$ cat src/rtl/robo_pkg.sv
// Shared encodings and heading helpers for the left-hand wall-follower.
// Orientation and action codes differ for S/E, so moves always go through dir_to_acao.
package robo_pkg;

  localparam logic [2:0] OR_N = 3'b001;
  localparam logic [2:0] OR_W = 3'b010;
  localparam logic [2:0] OR_E = 3'b011;
  localparam logic [2:0] OR_S = 3'b100;

  localparam logic [2:0] AC_NONE = 3'b000;
  localparam logic [2:0] AC_N    = 3'b001;
  localparam logic [2:0] AC_W    = 3'b010;
  localparam logic [2:0] AC_S    = 3'b011;
  localparam logic [2:0] AC_E    = 3'b100;

  typedef enum logic [2:0] {
    ST_IDLE   = 3'd0,
    ST_SETTLE = 3'd1,
    ST_DECIDE = 3'd2,
    ST_DONE   = 3'd3,
    ST_FAIL   = 3'd4
  } state_t;

  function automatic logic [2:0] left_of(input logic [2:0] o);
    case (o)
      OR_N:    left_of = OR_W;
      OR_W:    left_of = OR_S;
      OR_S:    left_of = OR_E;
      OR_E:    left_of = OR_N;
      default: left_of = OR_N;
    endcase
  endfunction

  function automatic logic [2:0] right_of(input logic [2:0] o);
    case (o)
      OR_N:    right_of = OR_E;
      OR_E:    right_of = OR_S;
      OR_S:    right_of = OR_W;
      OR_W:    right_of = OR_N;
      default: right_of = OR_N;
    endcase
  endfunction

  function automatic logic [2:0] dir_to_acao(input logic [2:0] o);
    case (o)
      OR_N:    dir_to_acao = AC_N;
      OR_W:    dir_to_acao = AC_W;
      OR_S:    dir_to_acao = AC_S;
      OR_E:    dir_to_acao = AC_E;
      default: dir_to_acao = AC_NONE;
    endcase
  endfunction

endpackage

$ cat src/rtl/robo_seguidor.sv
// Left-hand wall-follower: sense-decide-act sequencer driving the map block,
// with a tracked position copy, step budget and trapped detection.
module robo_seguidor
  import robo_pkg::*;
#(
  parameter int START_ROW = 1,
  parameter int START_COL = 1,
  parameter int GOAL_ROW  = 18,
  parameter int GOAL_COL  = 18,
  parameter int STEP_W    = 10,
  parameter int MAX_STEPS = 1023
) (
  input  logic              clock,
  input  logic              reset,
  input  logic              start,
  input  logic              head,
  input  logic              left,
  output logic [2:0]        acao,
  output logic [2:0]        orientacao,
  output logic              busy,
  output logic              done,
  output logic              fail,
  output logic [STEP_W-1:0] steps,
  output logic [7:0]        pos_row,
  output logic [7:0]        pos_col
);

  localparam logic [7:0]        START_ROW_C = 8'(START_ROW);
  localparam logic [7:0]        START_COL_C = 8'(START_COL);
  localparam logic [7:0]        GOAL_ROW_C  = 8'(GOAL_ROW);
  localparam logic [7:0]        GOAL_COL_C  = 8'(GOAL_COL);
  localparam logic [STEP_W-1:0] MAX_C       = STEP_W'(MAX_STEPS);
  localparam logic [STEP_W-1:0] STEP_ONE    = STEP_W'(1);

  state_t            state_r;
  logic [1:0]        settle_r;
  logic [1:0]        spin_r;
  logic [2:0]        acao_r;
  logic [2:0]        orient_r;
  logic              busy_r;
  logic              done_r;
  logic              fail_r;
  logic [STEP_W-1:0] steps_r;
  logic [7:0]        row_r;
  logic [7:0]        col_r;

  logic [2:0]        move_dir_s;
  logic [7:0]        next_row_s;
  logic [7:0]        next_col_s;

  // Direction of a move this DECIDE (left turn wins) and the resulting cell.
  always_comb begin
    move_dir_s = orient_r;
    next_row_s = row_r;
    next_col_s = col_r;
    if (!left) begin
      move_dir_s = left_of(orient_r);
    end else begin
      move_dir_s = orient_r;
    end
    case (move_dir_s)
      OR_N:    next_row_s = row_r - 8'd1;
      OR_S:    next_row_s = row_r + 8'd1;
      OR_W:    next_col_s = col_r - 8'd1;
      OR_E:    next_col_s = col_r + 8'd1;
      default: next_row_s = row_r;
    endcase
  end

  // Controller FSM with all outputs registered; acao defaults to a no-move each cycle.
  always_ff @(posedge clock or posedge reset) begin
    if (reset) begin
      state_r  <= ST_IDLE;
      settle_r <= 2'd0;
      spin_r   <= 2'd0;
      acao_r   <= AC_NONE;
      orient_r <= OR_N;
      busy_r   <= 1'b0;
      done_r   <= 1'b0;
      fail_r   <= 1'b0;
      steps_r  <= '0;
      row_r    <= START_ROW_C;
      col_r    <= START_COL_C;
    end else begin
      acao_r <= AC_NONE;
      case (state_r)
        ST_IDLE, ST_DONE, ST_FAIL: begin
          if (start) begin
            steps_r  <= '0;
            spin_r   <= 2'd0;
            settle_r <= 2'd0;
            done_r   <= 1'b0;
            fail_r   <= 1'b0;
            busy_r   <= 1'b1;
            state_r  <= ST_SETTLE;
          end
        end
        ST_SETTLE: begin
          if (settle_r == 2'd1) begin
            settle_r <= 2'd0;
            state_r  <= ST_DECIDE;
          end else begin
            settle_r <= settle_r + 2'd1;
          end
        end
        ST_DECIDE: begin
          if (row_r == GOAL_ROW_C && col_r == GOAL_COL_C) begin
            done_r  <= 1'b1;
            busy_r  <= 1'b0;
            state_r <= ST_DONE;
          end else if (steps_r == MAX_C) begin
            fail_r  <= 1'b1;
            busy_r  <= 1'b0;
            state_r <= ST_FAIL;
          end else if (!left || !head) begin
            orient_r <= move_dir_s;
            acao_r   <= dir_to_acao(move_dir_s);
            row_r    <= next_row_s;
            col_r    <= next_col_s;
            steps_r  <= steps_r + STEP_ONE;
            spin_r   <= 2'd0;
            state_r  <= ST_SETTLE;
          end else if (spin_r == 2'd3) begin
            // Every heading tried from this cell without an opening: boxed in.
            fail_r  <= 1'b1;
            busy_r  <= 1'b0;
            state_r <= ST_FAIL;
          end else begin
            orient_r <= right_of(orient_r);
            spin_r   <= spin_r + 2'd1;
            state_r  <= ST_SETTLE;
          end
        end
        default: begin
          busy_r  <= 1'b0;
          state_r <= ST_IDLE;
        end
      endcase
    end
  end

  assign acao       = acao_r;
  assign orientacao = orient_r;
  assign busy       = busy_r;
  assign done       = done_r;
  assign fail       = fail_r;
  assign steps      = steps_r;
  assign pos_row    = row_r;
  assign pos_col    = col_r;

endmodule
$ cat config.mk
export PLATFORM = sky130hd
export DESIGN_NAME = robo_seguidor
export DESIGN_NICKNAME = d
export VERILOG_FILES = /design/src/rtl/robo_pkg.sv /design/src/rtl/robo_seguidor.sv
export SDC_FILE = /design/constraint.sdc
export NUM_CORES = 1
export LEC_CHECK = 0
export CAP_MARGIN = 10
export CORE_ASPECT_RATIO = 0.8
export CORE_MARGIN = 8
export CORE_UTILIZATION = 50
export CTS_BUF_LIST = sky130_fd_sc_hd__clkbuf_16
export CTS_CLUSTER_DIAMETER = 150
export DETAILED_ROUTE_END_ITERATION = 6
export DONT_BUFFER_PORTS = 1
export GPL_ROUTABILITY_DRIVEN = 0
export MAX_ROUTING_LAYER = met4
export PLACE_DENSITY = 0.69
export SETUP_SLACK_MARGIN = 0.02
export SYNTH_ARGS = -nofsm -noshare
export SYNTH_HDL_FRONTEND = slang
export SYNTH_SLANG_ARGS = --single-unit
$ cat constraint.sdc
create_clock -name clock -period 6.9 [get_ports clock]
set_input_delay 0.69 -clock clock [delete_from_list [all_inputs] [get_ports clock]]
set_output_delay 0.69 -clock clock [all_outputs]
set_load 0.05 [all_outputs]
### Word-level counts from Yosys, hierarchy flattened

Index checks and enable logic that the tools add are counted.

* input bits: 5
* logic and storage cells: 116
* bits in registers: 42
* output and inout port bits: 35

* mux-type cells: 46
* reductions and logical operators: 20
* bitwise operators: 3
* add/subtract/negate cells: 7
* eq/ne operators: 29

Operators by type and width (number)
* $mux W10: 4
* $mux W3: 13
* $pmux W8 S2: 2
* $pmux W3 S3: 3
* $reduce_and A5 Y1: 5
* $pmux W10 S2: 1
* $eq A3 B2 Y1 const B: 6
* $add A8 B1 Y8 const B: 2
* $eq A8 B5 Y1 const B: 2
* $sub A8 B1 Y8 const B: 2
* $ne A2 B2 Y1 const B: 7
* $mux W2: 6
* $pmux W3 S4: 1
* $mux W1: 11
* $add A10 B1 Y10 const B: 1
* $eq A10 B10 Y1 const B: 1
* $eq A3 B1 Y1 const B: 3
* $eq A3 B3 Y1 const B: 3
* $ne A3 B3 Y1 const B: 3
* $ne A4 B4 Y1 const B: 2
* $pmux W2 S2: 2
* $reduce_and A4 Y1: 2
* $reduce_bool A2 Y1: 4
* $add A2 B1 Y2 const B: 2
* 12 further kinds: 17

### Logic depth before layout (Yosys ltp)

* depth after elaboration: 9
* mapped depth: 9
* depth with buffers taken out: 8

### Least setup slack after synthesis

Ideal clock, no wire load.

* path kind: input port to flip-flop
* from: input left
* to: register col_r[6] (netlist: pos_col[6])
* setup slack: 3.971 ns
* cell stages on the path: 9
* arrival time: 2.864 ns
* path buffers: 1
* library setup time: 0.065 ns
* cell sequence: buf_2 > nor4b_1 > a31oi_1 > ha_1 > a21o_1 > a21oi_1 > or4b_2 > a31oi_1 > a21o_1

* word-level cells in the longest chain between the ends: 4
* elaborated cells on any way between the ends: 8
* those cells by class: eq/ne: 2; mux: 2; reduce/logical: 4

Ends and longest elaborated chain
* from (decl): line robo_seguidor.sv:17 `input logic left,`
* $mux W3: line robo_seguidor.sv:56 `if (!left) begin`
* $eq A3 B2 Y1: line robo_seguidor.sv:61 `case (move_dir_s)`
* $reduce_bool A2 Y1 (no line)
* $reduce_and A5 Y1 (no line)
* to (signal assigned): line robo_seguidor.sv:119 `col_r <= next_col_s;`
* to (decl): line robo_seguidor.sv:45 `logic [7:0] col_r;`

Several ways; a longest one is shown, not always the timed one.
A chain may end at the register's enable or synchronous reset.

### Final worst setup path

* from: register orient_r[2] (netlist: orientacao[2])
* to: register col_r[7] (netlist: pos_col[7])

* word-level cells in the longest chain between the ends: 6
* elaborated cells on any way between the ends: 10
* those cells by class: eq/ne: 5; mux: 3; reduce/logical: 2

Ends and longest elaborated chain
* from (decl): line robo_seguidor.sv:39 `logic [2:0] orient_r;`
* from (signal assigned): line robo_seguidor.sv:116 `orient_r <= move_dir_s;`
* from (signal assigned): line robo_seguidor.sv:129 `orient_r <= right_of(orient_r);`
* $eq A3 B3 Y1, or another cell as far along: line robo_pkg.sv:25 `case (o)`
* $pmux W3 S3: line robo_pkg.sv:25
* $mux W3 *: line robo_seguidor.sv:56
* $eq A3 B2 Y1: line robo_seguidor.sv:61
* $reduce_bool A2 Y1 (no line)
* $reduce_and A5 Y1 (no line)

Mark *: on every way between the ends. The rest lies on a longest branch, timed or not.

==> run metrics <==
status finished, final reports clean; row count 24; number of global-route vias before repair 2,078; Max-slew headroom 0.444; Final Util 0.538; Synth top area share 0.356; CP Data Arrival Time 3.40 ns; FMAX 310 MHz; Sum Neg Setup Slack 0 ns; share of layout cells above drive strength 1 0.110; DP Wirelength 4420 um; count of pins over their slew limit 0; Setup Buffers After CTS 0; Remaining DRCs 0; HP Class in2async; commonest non-fill, non-tap cell in the layout dfrtp_1; most frequent cells in the layout 39 x dfrtp_1, 26 x nor2_1, 23 x o21ai_0, 18 x nand2_1; first-pass iteration count of the detailed router 4; Post-Syn Area per Cell 9.59 um^2; Routed Antenna Nets 0; Via-to-Cell Ratio 6.04; Initial DRC Count 120; Required @ worst endpoint 7.07 ns; WP buf/inv 0; global-route usage over all layers 0.165; flop and latch count out of synthesis 42; multi-input logic area 1560 um^2; largest net degree at the start of global routing 43; Initial Util 0.510; clk buf depth 2; pwr dens 528 nW/um^2; EDFF count, synth 0; register area share after synthesis 0.385; die width 98.8 um; initial antenna violation count 0; worst skew pair latency 0.29 ns; via count 2,101; Warnings, synthesis 0; Mapped Cells 286; CP endpoint kind flip-flop; Unique masters post-synth 63; Min Hold Slack 0.419 ns; cell total after placement 340; CTS resizes 0; area leader, netlist dfrtp_1; area grow syn2layout 5.52%; Sink Count 42; top post-synthesis cells by area dfrtp_1 36%, ha_1 6.4%, o21ai_0 4.2%; unrepaired setup endpoints after global routing no; wire per inst 17.6 um; Die H 82.2 um; I/O Buffers 0; Setup violations, final 0; first-pass GRT wire length 10,400 um; clk_skew 0.00953 ns; Top Family by Delay on Critical Path compound AO/OA/AOI/OAI gates; # fillers 468; syn nets 307; Worst path max stage delay 0.80 ns; top-level port count 40; CTS tree done; Reg clk slew, reported paths 0.06 ns; CP max FO 10; CTS Buf Count 5; post-synthesis async set-or-reset flop share 1.00; worst slew pin tran 0.830 ns; routed wire length 6110 um; Leak 1.27 nW; PnR Total Power 1.53 mW; root buffer cell clkbuf_16; Critical Path Source Type flip-flop; Nets 303; H-tree Lvls 2; final instance count without filler cells 348; most used flip-flop cell after synthesis dfrtp_1; Core Region 5380 um^2; Cell Area, Synth 2740 um^2; sequential standard cell area 1050 um^2; critical path's slowest cell dfrtp_1; cell chain of the critical path nor2b_1, a31oi_1, ha_1, a21oi_1, o2111ai_1, nand2_1, or4b_1, o311ai_0; worst vdd ir 0.000285 V; CTS Hold Bufs 0; final hold violations 0; die area 8120 um^2; n_diodes 0; period utilisation layout 0.468; fin crit period 3.23 ns; kind of critical path reg2reg; grt ovf 0; # Max-Cap Violations 0
-- cells by family after synthesis --
group	after synthesis	synth area share
and+or+nand+nor	104	0.218
xor gates and xnor gates	16	0.0511
DFF	42	0.385
adders and majority gates	16	0.0785
buffers and inverters	25	0.0470
AOI/OAI and AO/OA	75	0.188
muxes	8	0.0324
-- cell usage after synthesis (2+ instances only) --
master and n:
inv_1 13, o21bai_1 3, dfstp_2 3, o21ai_0 23, or3_1 4, buf_6 3
a41o_1 2, o311a_1 2, xor2_1 6, nor2_1 26, nor2b_1 4, a21oi_1 13
and4_1 3, nand2_1 18, o2111a_1 2, xnor2_1 10, ha_1 14, nor3_1 6
o211ai_1 5, nand4_1 3, dfrtp_1 39, clkbuf_1 3, nand3b_1 2, or3b_1 2
a31oi_1 4, fa_1 2, nand3_1 11, a221oi_1 2, buf_2 4, mux2_2 7
buf_4 2, o31ai_1 2, nor4b_1 4, and3_1 6, a21o_1 5
-- power by group --
| group | total, mW | internal [mW] | switching, mW |
|---|---|---|---|
| clock network | 0.230 | 0.133 | 0.0972 |
| logic | 0.648 | 0.294 | 0.354 |
| registers | 0.649 | 0.319 | 0.330 |
| total | 1.53 | 0.746 | 0.781 |
-- worst register-to-register path: stages (launching register included) --
cell and delay (ns):
dfrtp_1 0.80, nor2b_1 0.16, a31oi_1 0.68, ha_1 0.37, a21oi_1 0.25, o2111ai_1 0.19
nand2_1 0.12, or4b_1 0.43, o311ai_0 0.11
-- path summary, 6_finish.rpt --
kind                                            from                        end  slack, ns  depth (start not counted)
max reg2reg                orientacao[2]$_DFFE_PP0P_     pos_col[7]$_DFFE_PP0P_       3.67                          8
min                                            reset          acao[0]$_DFF_PP0_       0.42                          2
min in group clock             spin_r[1]$_DFFE_PP0P_      spin_r[1]$_DFFE_PP0P_       0.52                          1
min reg2reg                    spin_r[1]$_DFFE_PP0P_      spin_r[1]$_DFFE_PP0P_       0.52                          1
max                        orientacao[2]$_DFFE_PP0P_     pos_col[7]$_DFFE_PP0P_       3.67                          8
max in group asynchronous                      reset  orientacao[0]$_DFFE_PP1P_       6.10                          2
-- routing by layer --
metal	vias up	share of wire	global-route usage
met5	-	0	-
met4	0	0.010	0.0595
met3	7	0.072	0.0503
met2	42	0.47	0.264
met1	1004	0.45	0.196
li1	1048	-	-
-- sequential cells by signal, summed over array words and instances, names as in the netlist --
register	count
steps	10
pos_col	8
pos_row	8
acao	3
orientacao	3
state_r	3
settle_r	2
spin_r	2
busy	1
done	1
fail	1
-- layout make-up --
| type | count | area share |
|---|---|---|
| clock buffers | 5 | 0.0433 |
| clock inverters | 3 | 0.00606 |
| inverters | 13 | 0.0169 |
| multi-input cells | 219 | 0.538 |
| flip-flops and latches | 42 | 0.365 |
| well taps | 65 | 0.0281 |
| repair buffers | 1 | 0.00260 |
-- through the flow --
stage          worst slack [ns]  instance area, um^2
2_1_floorplan              3.97                 2740
3_3_place_gp               3.81                 2750
3_5_place_dp               3.73                 2750
4_1_cts                    3.72                 2890
5_1_grt                    3.44                 2890
6_report                   3.67                 2890
No activity file was read; power rests on OpenSTA's default activity.
